==> src/rtl/addsub_pkg.sv <==
// Shared types and helpers for the chunked adder/subtractor.
package addsub_pkg;

    typedef enum logic [1:0] {
        IDLE = 2'd0,
        RUN  = 2'd1,
        DONE = 2'd2
    } state_t;

    // Width of the slice index; never narrower than one bit.
    function automatic int idx_width(input int num_chunks);
        return (num_chunks <= 1) ? 1 : $clog2(num_chunks);
    endfunction

endpackage

==> src/rtl/adder_cout.sv <==
// Combinational chunk-wide adder that also reports the carry into its MSB,
// which the parent needs for signed overflow on the final slice.
module adder_cout #(
    parameter int width = 4
) (
    input  logic [width-1:0] a,
    input  logic [width-1:0] b,
    input  logic             cin,
    output logic [width-1:0] s,
    output logic             cout,
    output logic             cmsb
);

    logic [width:0] full;

    assign full = {1'b0, a} + {1'b0, b} + {{width{1'b0}}, cin};
    assign s    = full[width-1:0];
    assign cout = full[width];
    // Sum bit = a ^ b ^ carry-in, so the carry into the MSB falls out directly.
    assign cmsb = s[width-1] ^ a[width-1] ^ b[width-1];

endmodule

==> src/rtl/chunked_addsub.sv <==
// Multi-cycle adder/subtractor: one chunk-wide slice per clock with a registered
// carry between slices, start/done handshake, carry-out and signed overflow.
//
// state | meaning
// IDLE  | ready for a new operation, results held
// RUN   | processing one slice per clock
// DONE  | one-cycle done pulse, results valid
module chunked_addsub
    import addsub_pkg::*;
#(
    parameter int parallelism = 16,
    parameter int chunk       = 4
) (
    input  logic                   clk,
    input  logic                   rst,
    input  logic                   start,
    input  logic                   sub,
    input  logic [parallelism-1:0] add1,
    input  logic [parallelism-1:0] add0,
    input  logic                   carry_in,
    output logic                   ready,
    output logic                   done,
    output logic [parallelism-1:0] sum,
    output logic                   carry_out,
    output logic                   overflow
);

    localparam int NUM_CHUNKS = parallelism / chunk;
    localparam int IW         = idx_width(NUM_CHUNKS);

    generate
        if ((parallelism % chunk) != 0) begin : g_bad_chunk
            $error("chunked_addsub: chunk must divide parallelism exactly");
        end
    endgenerate

    state_t                 state, state_next;
    logic [IW-1:0]          idx;
    logic [parallelism-1:0] op_a, op_b;
    logic                   carry;
    logic [chunk-1:0]       a_slice, b_slice, s_slice;
    logic                   slice_cout, slice_cmsb;
    logic                   last;

    assign a_slice = op_a[idx*chunk +: chunk];
    assign b_slice = op_b[idx*chunk +: chunk];
    assign last    = (idx == IW'(NUM_CHUNKS - 1));

    adder_cout #(.width(chunk)) u_adder (
        .a    (a_slice),
        .b    (b_slice),
        .cin  (carry),
        .s    (s_slice),
        .cout (slice_cout),
        .cmsb (slice_cmsb)
    );

    always_ff @(posedge clk) begin
        if (rst) state <= IDLE;
        else     state <= state_next;
    end

    always_comb begin
        state_next = state;
        case (state)
            IDLE:    if (start) state_next = RUN;
            RUN:     if (last)  state_next = DONE;
            DONE:    state_next = IDLE;
            default: state_next = IDLE;
        endcase
    end

    always_comb begin
        ready = (state == IDLE);
        done  = (state == DONE);
    end

    always_ff @(posedge clk) begin
        if (rst) begin
            idx       <= '0;
            carry     <= 1'b0;
            op_a      <= '0;
            op_b      <= '0;
            sum       <= '0;
            carry_out <= 1'b0;
            overflow  <= 1'b0;
        end else begin
            case (state)
                IDLE: begin
                    if (start) begin
                        op_a  <= add1;
                        op_b  <= sub ? ~add0 : add0;
                        carry <= carry_in;
                        idx   <= '0;
                    end
                end
                RUN: begin
                    sum[idx*chunk +: chunk] <= s_slice;
                    carry <= slice_cout;
                    idx   <= idx + IW'(1);
                    if (last) begin
                        carry_out <= slice_cout;
                        overflow  <= slice_cmsb ^ slice_cout;
                    end
                end
                default: ;
            endcase
        end
    end

endmodule

==> config.mk <==
export PLATFORM = sky130hd
export DESIGN_NAME = chunked_addsub
export DESIGN_NICKNAME = d
export VERILOG_FILES = /design/src/rtl/addsub_pkg.sv /design/src/rtl/adder_cout.sv /design/src/rtl/chunked_addsub.sv
export SDC_FILE = /design/constraint.sdc
export NUM_CORES = 1
export LEC_CHECK = 0
export BUFFER_PORTS_ARGS = -buffer_cell sky130_fd_sc_hd__buf_4
export CAP_MARGIN = 20
export CORE_MARGIN = 5
export CORE_UTILIZATION = 57
export DETAILED_ROUTE_END_ITERATION = 6
export PLACE_DENSITY_LB_ADDON = 0.08
export SLEW_MARGIN = 20
export SYNTH_ARGS = -nofsm -noshare
export SYNTH_HDL_FRONTEND = slang
export SYNTH_SLANG_ARGS = --single-unit
==> constraint.sdc <==
create_clock -name clk -period 8.1 [get_ports clk]
set_clock_uncertainty 0.15 [all_clocks]
set_input_delay 2.43 -clock clk [delete_from_list [all_inputs] [get_ports clk]]
set_output_delay 2.43 -clock clk [all_outputs]
set_load 0.05 [all_outputs]
# Word-level counts from Yosys, hierarchy flattened
# Index checks and enable logic that the tools add are counted.
# word_totals
ff_bits,55
out_inout_bits,20
elab_cells,40
# op_classes
n_addsub,4
eq_ne,5
shifts,4
n_mux,9
bitwise,4
n_reduce_logical,6
# op_table
op,count
$neg 4->34,1
$shift 4x34->16 const A,1
$shiftx 4x34->16,1
$shiftx 16x5->4,2
$bwmux 16,1
$mux 16,1
$not 16->16,1
$pmux 2 s2,2
$reduce_and 2->1,4
$mux 2,3
$add 4x4->5,1
$add 5x1->5,1
$eq 2x2->1 const B,2
$ne 2x2->1 const B,2
$xor 1x1->1,3
$add 2x1->2 const B,1
$eq 2x1->1 const B,1
$logic_not 2->1,1
$pmux 1 s2,1
$reduce_bool 2->1,1
$mux 1,1

# Longest topological paths before layout
# Gate-level depths: netlist (run 1).
# logic_depth
ltp_word,6
ltp_mapped,9
depth_no_buf,8

# By module
# Synthesis (run 1) repeated with hierarchy kept, for this count alone.
# hier_totals
hier_cells,283
area_unflattened_um2,2645.0
# modules_own_cells
module,instances,cells_each,area_per_inst_um2
chunked_addsub,1,264,2467.4
adder_cout,1,19,177.7

# Worst setup path after synthesis (run 1)
# OpenSTA, ideal clock, no wires.
# synth_path
path_kind,register to output
start,register state[1]
end,output port done
arrival_time_ps,1046
slack_ps,4474
stages_incl_launch_ff,2
n_path_buf,0
path_cell_list,dfxtp_1 nor2b_1
# synth_via
elab_chain_cells,1
# synth_lines
element,line_no,rtl
start: declaration,chunked_addsub.sv:37,"state_t state, state_next;"
start signal: assignment,chunked_addsub.sv:60,else state <= state_next;
$eq 2x2->1,chunked_addsub.sv:75,done = (state == DONE);
end: declaration,chunked_addsub.sv:22,"output logic done,"
# Every way passes these cells.

# Final worst setup path (run 1)
# layout_path
start,register idx[0]
end,register overflow
# layout_via
elab_chain_cells,6
word_cells_on_any_way,9
# layout_lines
element,line_no,rtl
start: declaration,chunked_addsub.sv:38,logic [IW-1:0] idx;
start signal: assignment,chunked_addsub.sv:100,idx <= idx + IW'(1);
$shiftx 16x5->4 (on tied branches),"chunked_addsub.sv:45, chunked_addsub.sv:46",
$add 4x4->5,adder_cout.sv:16,"assign full = {1'b0, a} + {1'b0, b} + {{width{1'b0}}, cin};"
$add 5x1->5,adder_cout.sv:16,
$xor 1x1->1 (2 in series),adder_cout.sv:20,assign cmsb = s[width-1] ^ a[width-1] ^ b[width-1];
$xor 1x1->1,chunked_addsub.sv:103,overflow <= slice_cmsb ^ slice_cout;
end signal: assignment,chunked_addsub.sv:103,
end: declaration,chunked_addsub.sv:25,output logic overflow
# Parallel ways exist; a longest one is shown, timed or not.
# A chain may end at the register's enable or synchronous reset.

==> results.txt, run 1 <==
Outcome -> finished, final reports clean
GRT Total Usage -> 18.68%
Cts repair resizes -> 0
Final Instance Count excl. Fillers -> 364
Post-synthesis mux area share -> 7.295%
Dpl cell area -> 0.002895 mm²
Drt wl/cell -> 13.97 µm
Hold Vio Cnt, Final -> 0
Largest net degree at the start of global routing -> 56
CTS max path bufs -> 2
Post-Synth XOR/XNOR Area -> 7.649%
Compound-Gate Fraction of Synth Area -> 15.55%
Peak supply drop -> 0.1017 mV
Filler cells -> 370
Remaining DRCs -> 0
Arr. time, crit path -> 3740 ps
Core area -> 0.004264 mm²
Nets -> 359
Gr ovfl total -> 0
Post-Route Setup TNS -> 0 ps
Post-DRT Antenna Nets -> 0
Crit. End Element -> flip-flop
Setup-failing EPs final -> 0
P per Cell Area -> 182.6 mW/mm²
Register area share after synthesis -> 44.58%
Root Driver -> clkbuf_8
First-pass GRT wire length -> 8.142 mm
Pins Over Slew Limit -> 0
Drt first pass iters -> 4
CTS H-tree lvls -> 2
Final worst-path cycle share -> 45.12%
Hpwl dp -> 3.625 mm
Worst skew pair latency -> 300 ps
Chip Height -> 75.83 µm
Post-CTS setup buffer count -> 0
Synthesized cell area -> 0.002470 mm²
Critical Path RT -> 8180 ps
Via density -> 5.368
Largest family of logic cells by synthesized area -> simple AND/OR/NAND/NOR gates
# hold bufs at CTS -> 0
Routed vias -> 1954
CTS tree -> done
Share of layout cells above drive strength 1 -> 23.08%
Row cnt -> 24
CP max FO -> 17
Multi-input gate area -> 0.001294 mm²
Area Overhead vs Synth -> 20.52%
Design area -> 0.002977 mm²
YS warnings -> 0
Die ar. -> 0.005749 mm²
Slew margin rel. -> 45.07%
CTS Buf Count -> 5
Max Cap Viol -> 0
Initial antenna violation count -> 0
Chip width -> 75.83 µm
1st-iter DRT viols -> 105
Syn_area_per_cell -> 9.356 µm²
Net Count, Synth -> 312
Initial cell density of the core -> 57.92%
IO buf count -> 56
Syn Inst Count -> 264
Leakage power -> 1.219 nW
Worst slew pin tran -> 822.8 ps
RSZ-0062 raised after global routing -> no
Adder-cell share of the synthesized area -> 6.180%
N_diodes -> 0
Tmin final -> 3655 ps
Seq. cell area -> 0.001101 mm²
# IOs -> 57
Final core utilization -> 69.81%
Placer Congestion -> 0.7722
Distinct cells, synth -> 27
HP Class -> reg2reg
Area share of and/or/nand/nor cells after synthesis -> 15.70%
Final WL -> 5.085 mm
Startpoint types -> flip-flop
Clk sink count -> 55
Reg clk slew, reported paths -> 90 ps
Inst Count DP -> 356
Vias in the first global route -> 1779
FF+latch count, synth -> 55
Critical setup path kind -> reg2reg
Achievable clock frequency -> 273.6 MHz
cells in the mapped netlist:
| library cell | count | area, µm² |
|---|---|---|
| xor2_1 | 1 | 8.760 |
| nor2b_1 | 2 | 12.51 |
| inv_1 | 2 | 7.510 |
| nand2_1 | 39 | 146.4 |
| and2b_1 | 1 | 7.510 |
| xnor2_1 | 18 | 157.7 |
| buf_1 | 1 | 3.750 |
| clkbuf_1 | 13 | 48.80 |
| nor4b_1 | 1 | 8.760 |
| fa_1 | 2 | 40.04 |
| nand3_1 | 1 | 5.000 |
| mux4_2 | 8 | 180.2 |
| a22oi_1 | 16 | 120.1 |
| a211oi_2 | 1 | 12.51 |
| a221oi_1 | 1 | 8.760 |
| nand2b_1 | 1 | 6.260 |
| and2_1 | 2 | 12.51 |
| dfxtp_1 | 55 | 1101 |
| a211oi_1 | 17 | 127.6 |
| and4_1 | 2 | 17.52 |
| a21oi_1 | 20 | 100.1 |
| buf_2 | 3 | 15.01 |
| a21o_1 | 2 | 15.01 |
| ha_1 | 9 | 112.6 |
| nor4_1 | 1 | 6.260 |
| xnor3_1 | 1 | 22.52 |
| nor2_1 | 44 | 165.2 |
logic make-up (layout without fill, tap and decap cells):
group                      after synthesis  count (layout)
and+or+nand+nor                         94              94
DFF                                     55              55
muxes                                    8               8
AOI/OAI and AO/OA                       57              57
xor gates and xnor gates                20              20
buffers and inverters                   19              67
adders and majority gates               11              11
critical path: stages, from the launching register on:
cell,delay (ps)
dfxtp_1,870
mux4_2,610
fa_1,440
fa_1,420
a21o_1,170
a21oi_1,280
xnor3_1,280
xnor2_1,140
a211oi_2,220
state kept, by name, indices dropped and copies added, names as in the netlist:
| name | cells |
|---|---|
| carry | 1 |
| state | 2 |
| op_b | 16 |
| carry_out | 1 |
| overflow | 1 |
| op_a | 16 |
| idx | 2 |
| sum | 16 |
report_power, final:
group,total (mW),switching (mW),internal [mW],leakage [nW]
Sequential,0.296,0.0108,0.285,0.450
Combinational,0.104,0.0559,0.0478,0.727
Clock,0.144,0.0833,0.0609,0.0422
layout by cell type (no fill, tap or decap):
cell,instances
inv_1,2
xnor3_1,1
nor4b_1,1
fa_1,2
and2_1,2
nand2_1,39
a211oi_1,17
mux4_2,8
ha_1,9
clkinv_2,1
a21oi_1,20
clkbuf_1,2
a22oi_1,16
dfxtp_1,55
and2b_1,1
and4_1,2
a21o_1,2
clkbuf_8,5
a221oi_1,1
nor2_1,44
nand2b_1,1
nor4_1,1
a211oi_2,1
nor2b_1,2
nand3_1,1
xnor2_1,18
xor2_1,1
buf_4,57
metrics by stage:
stage	worst slack, ps	hold WS [ps]	total power [mW]
CTS	4431	308.3	0.5479
global placement	4363	291.4	0.4050
finish	4445	310.1	0.5437
detailed placement	4351	295.3	0.4063
floorplan	4474	283.1	0.3728
global route	4222	328.8	0.5714
final cells by class:
| type | instances | share of cell area (%) |
|---|---|---|
| multi-input combinational | 190 | 43.46 |
| sequential | 55 | 36.99 |
| timing repair buffer | 57 | 14.38 |
| clock buffer | 7 | 2.564 |
| tap | 52 | 2.186 |
| inverter | 2 | 0.2522 |
| clock inverter | 1 | 0.1681 |
metal layers:
metal  up-vias  GRT usage, %  share of wire (%)
li1       1009             -                  -
met1       891         23.56                 44
met2        47         31.56                 49
met3         7         4.354                5.7
met4         0         5.825                1.3
met5         -             0                  0
final timing paths:
kind	cells past startpoint	start	slack (ps)	to
worst min register to register	2	op_a[0]	310	op_a[0]
worst min-delay path	2	op_a[0]	310	op_a[0]
worst max register to register	8	idx[0]	4450	overflow
worst max-delay path	8	idx[0]	4450	overflow
Power figures use the tool's default switching activity.
==> inputs of run 2 (changes only) <==
Settings changed: CORE_UTILIZATION 57 to 48.
Clock period 8.1 ns to 3.25 ns, I/O delays scaled along.
==> run 2 against run 1 <==
  * Via count up 0.36%
  * Clock-buffer cell count did not move
  * Design area grew 2.7%
==> results.txt, run 2 (same netlist as run 1, synthesis figures left out) <==
Arr. time, crit path -> 3080 ps
Critical Path RT -> 3330 ps
Reg-to-Reg Start -> idx[0]
Share of layout cells above drive strength 1 -> 25.32%
P per Cell Area -> 462.4 mW/mm²
CTS max path bufs -> 2
Flop-to-flop setup slack -> 250 ps
Initial cell density of the core -> 48.98%
CTS H-tree lvls -> 2
GRT busiest layer -> met2
Root Driver -> clkbuf_8
Final worst-path cycle share -> 92.43%
Worst-case reg-to-reg path depth -> 8
Initial antenna violation count -> 0
RSZ-0062 raised after global routing -> no
Vias in the first global route -> 1756
Peak supply drop -> 0.2098 mV
Core area -> 0.005042 mm²
Tmin final -> 3004 ps
Startpoint types -> flip-flop
Achievable clock frequency -> 332.9 MHz
Setup-failing EPs final -> 0
Largest net degree at the start of global routing -> 56
Via density -> 5.080
Die ar. -> 0.006680 mm²
Outcome -> finished, final reports clean
Row cnt -> 26
Post-DRT Antenna Nets -> 0
Slew margin rel. -> 53.62%
Area Overhead vs Synth -> 23.76%
Gr ovfl total -> 0
Clk sink count -> 55
Hold Vio Cnt, Final -> 0
GR Util met2 -> 26.98%
CP max FO -> 4
Worst slew pin tran -> 686.0 ps
Most common cell after layout, fill and taps aside -> buf_4
IO buf count -> 56
CTS tree -> done
Chip width -> 81.73 µm
1st-iter DRT viols -> 63
Chip Height -> 81.73 µm
Filler cells -> 465
Hpwl dp -> 3.872 mm
R2R Path End -> overflow
Remaining DRCs -> 0
Critical setup path kind -> reg2reg
GRT Total Usage -> 16.26%
CTS Buf Count -> 5
Nets -> 363
Pins Over Slew Limit -> 0
N_diodes -> 0
Min-Delay Path Depth -> 2
Max Cap Viol -> 0
Crit. End Element -> flip-flop
Top flop regs -> op_a: 16 flops, op_b: 16 flops, sum: 16 flops
Worst skew pair latency -> 310 ps
Post-Route Setup TNS -> 0 ps
Placer Congestion -> 0.7932
HP Class -> reg2reg
First-pass GRT wire length -> 8.328 mm
Hold Startpoint -> op_a[7]
Commonest non-fill, non-tap cells in the layout -> buf_4, dfxtp_1, nor2_1
Drt first pass iters -> 4
Met3 Use GR -> 3.618%
M1 GR Usage -> 21.07%
Routed vias -> 1961
WHS Endpoint -> op_a[7]
Final WL -> 5.166 mm
# IOs -> 57
Drt wl/cell -> 13.38 µm
Power, Total -> 1.413 mW
Reg clk slew, reported paths -> 90 ps
Leakage power -> 1.249 nW
## run 2: final cells by class
class                           instances  area, µm²  area share (%)
Clock inverter                          1      7.507          0.2456
Clock buffer                            7      96.34           3.152
Sequential cell                        55       1102           36.06
Tap cell                               70      87.58           2.865
Inverter                                2      7.507          0.2456
Timing Repair Buffer                   61      457.9           14.98
Multi-Input combinational cell        190       1297           42.45
## run 2: critical path: stages, from the launching register on
cell and delay [ps]:
dfxtp_2 380, mux4_2 530, fa_1 440, fa_1 420, a21o_1 180, a21oi_2 200
xnor3_1 260, xnor2_1 150, a211oi_2 210
## run 2: timing repair
item / in CTS / in global routing
endpoints found under the setup margin: 0 / 1
gates resized for setup: 0 / 2
buffers inserted: 0 / 0
hold buffers: 0 / 0
## run 2: how the worst max path moves through the flow
stage                 from  endpoint  slack (ps)  cells past startpoint
finish              idx[0]  overflow         250                      8
global route        idx[0]  overflow          40                      8
CTS                 idx[0]  overflow          70                      8
detailed placement  idx[0]  overflow         120                      8
global placement    idx[0]  overflow         220                      8
floorplan           idx[0]  overflow           1                      9
## run 2: metrics by stage
| step | hold WS, ps | std cells | instance area, µm² | worst slack (ps) | utilization (%) |
|---|---|---|---|---|---|
| 2_1_floorplan | 283.1 | 264 | 2472 | 0.9652 | - |
| 3_3_place_gp | 296.8 | 378 | 2948 | 216.1 | 58.46 |
| 3_5_place_dp | 297.4 | 378 | 2948 | 123.0 | 58.46 |
| 4_1_cts | 310.5 | 386 | 3052 | 73.09 | 60.52 |
| 5_1_grt | 325.2 | 386 | 3057 | 35.06 | 60.62 |
| 6_report | 306.9 | 386 | 3057 | 245.9 | 60.62 |
## run 2: power breakdown
group          internal (mW)  switching, mW
clock                  0.194          0.212
combinational          0.127          0.149
sequential             0.711         0.0211
## run 2: metal layers
layer,part of all wire [%],vias up
met5,0,-
met4,1.2,0
met3,4.5,5
met2,47,44
met1,47,898
li1,-,1014
==> inputs of run 3 (changes only) <==
Settings changed: REMOVE_ABC_BUFFERS set to 1.
==> run 3 against run 2 <==
  * Sequential power hardly changed
  * Wire length is 3.2% higher
  * Final cell count grew 0.52%
  * Global-route usage rose by 1.0 points
  * Non-clock buffer count increased by 2
  * First-iteration DRC count rose by 46%
==> results.txt, run 3 (same netlist as run 1, synthesis figures left out) <==
Arr. time, crit path -> 3110 ps
Tmin final -> 3031 ps
Chip Height -> 81.73 µm
First-pass GRT wire length -> 8.928 mm
# IOs -> 57
Reg clk slew, reported paths -> 100 ps
Area Overhead vs Synth -> 24.87%
Leakage power -> 1.270 nW
Pins Over Slew Limit -> 0
Outcome -> finished, final reports clean
Worst skew pair latency -> 310 ps
Top flop regs -> op_a: 16 flops, op_b: 16 flops, sum: 16 flops
Stages on worst setup path -> 8
Via density -> 5.168
CP Buf/Inv Count -> 0
Critical Path RT -> 3330 ps
Routed vias -> 2005
Peak supply drop -> 0.2974 mV
Crit. End Element -> flip-flop
Remaining DRCs -> 0
Hold Vio Cnt, Final -> 0
Hold_ws -> 310.7 ps
CTS max path bufs -> 2
Max Cap Viol -> 0
Root Driver -> clkbuf_8
Placer Congestion -> 0.7744
Setup crit end -> overflow
P per Cell Area -> 479.8 mW/mm²
Startpoint types -> flip-flop
Worst slew pin tran -> 755.8 ps
Filler cells -> 460
Setup-failing EPs final -> 0
Nets -> 365
Final WL -> 5.331 mm
Die ar. -> 0.006680 mm²
CTS tree -> done
Flop-to-flop setup slack -> 220 ps
CP max FO -> 4
Core area -> 0.005042 mm²
CP Launch Point -> idx[0]
Final worst-path cycle share -> 93.26%
Commonest non-fill, non-tap cells in the layout -> buf_4, dfxtp_1, nor2_1
CP delay by family, top -> adder cells
Initial antenna violation count -> 0
Clk sink count -> 55
Reg-to-Reg Start -> idx[0]
Achievable clock frequency -> 329.9 MHz
Share of layout cells above drive strength 1 -> 25.47%
Most frequent CP cell -> fa_1
Post-DRT Antenna Nets -> 0
Most common cell after layout, fill and taps aside -> buf_4
Row cnt -> 26
# hold bufs at CTS -> 0
Gr ovfl total -> 0
RSZ-0062 raised after global routing -> no
Slowest stage delay, CP -> 550 ps
Slew margin rel. -> 48.90%
Vias in the first global route -> 1952
Largest net degree at the start of global routing -> 56
Critical setup path kind -> reg2reg
IO buf count -> 56
HP Class -> reg2reg
1st-iter DRT viols -> 92
Post-Route Setup TNS -> 0 ps
Drt first pass iters -> 4
GRT Total Usage -> 17.27%
Hpwl dp -> 3.891 mm
Initial cell density of the core -> 48.98%
N_diodes -> 0
R2R Path End -> overflow
Crit path max-delay cell type -> mux4_2
Worst-case reg-to-reg path depth -> 8
CP cell instances -> mux4_2, fa_1, fa_1, a21o_1, a21oi_2, xnor3_1, xnor2_1, a211oi_2
CTS Buf Count -> 5
CTS H-tree lvls -> 2
Drt wl/cell -> 13.74 µm
Chip width -> 81.73 µm
run 3: cell types whose count changed in the layout (fill, tap and decap cells not counted):
| cell | delta |
|---|---|
| clkinv_2 | +1 |
| dfxtp_2 | -1 |
| buf_4 | +2 |
| dfxtp_1 | +1 |
| clkbuf_8 | -1 |
| clkinvlp_4 | -1 |
| bufinv_16 | +1 |
run 3: power breakdown:
part	leakage [nW]	internal (mW)	total (mW)	switching (mW)
Clock	0.0612	0.250	0.470	0.220
Sequential	0.450	0.710	0.731	0.0210
Combinational	0.759	0.128	0.278	0.151
run 3: stage by stage:
stage               total power [mW]  util, %  instance area, µm²  setup slack [ps]  std cells
floorplan                     0.9127        -                2402            -93.67        247
global placement               1.022    58.76                2963             205.7        380
detailed placement             1.027    58.76                2963             152.4        380
CTS                            1.489    61.09                3080             108.5        388
global route                   1.546    61.17                3084             56.05        388
finish                         1.480    61.17                3084             218.9        388
run 3: final cells by class:
| type | instances | area, µm² | area share, % |
|---|---|---|---|
| flip-flops and latches | 55 | 1101 | 35.70 |
| repair buffers | 63 | 473.0 | 15.33 |
| clock buffers | 6 | 82.58 | 2.677 |
| well taps | 70 | 87.58 | 2.840 |
| clock inverters | 2 | 35.03 | 1.136 |
| multi-input cells | 190 | 1297 | 42.07 |
| inverters | 2 | 7.507 | 0.2434 |
run 3: worst min-delay path, cell delays in order, from the launching register on:
cell     delay, ps
dfxtp_1        320
nand2_1         50
a21oi_1         50
run 3: worst min-delay path by stage:
| stage | startpoint | cells after the start | end |
|---|---|---|---|
| floorplan | op_a[10] | 2 | op_a[10] |
| global placement | op_a[12] | 2 | op_a[12] |
| detailed placement | op_a[1] | 2 | op_a[1] |
| CTS | op_a[11] | 2 | op_a[11] |
| global route | op_a[15] | 2 | op_a[15] |
| finish | op_a[10] | 2 | op_a[10] |
run 3: layer usage:
layer,track usage (%),part of all wire (%),wire length [µm]
met1,21.60,46,2470
met5,0,0,0
met3,4.057,5.1,271
met2,28.92,47,2504
met4,6.312,1.6,85
run 3: repair_timing:
action,CTS,global route
endpoints found under the hold margin,0,0
setup endpoints to repair,0,1
resized for setup,0,1
setup buffers,0,0
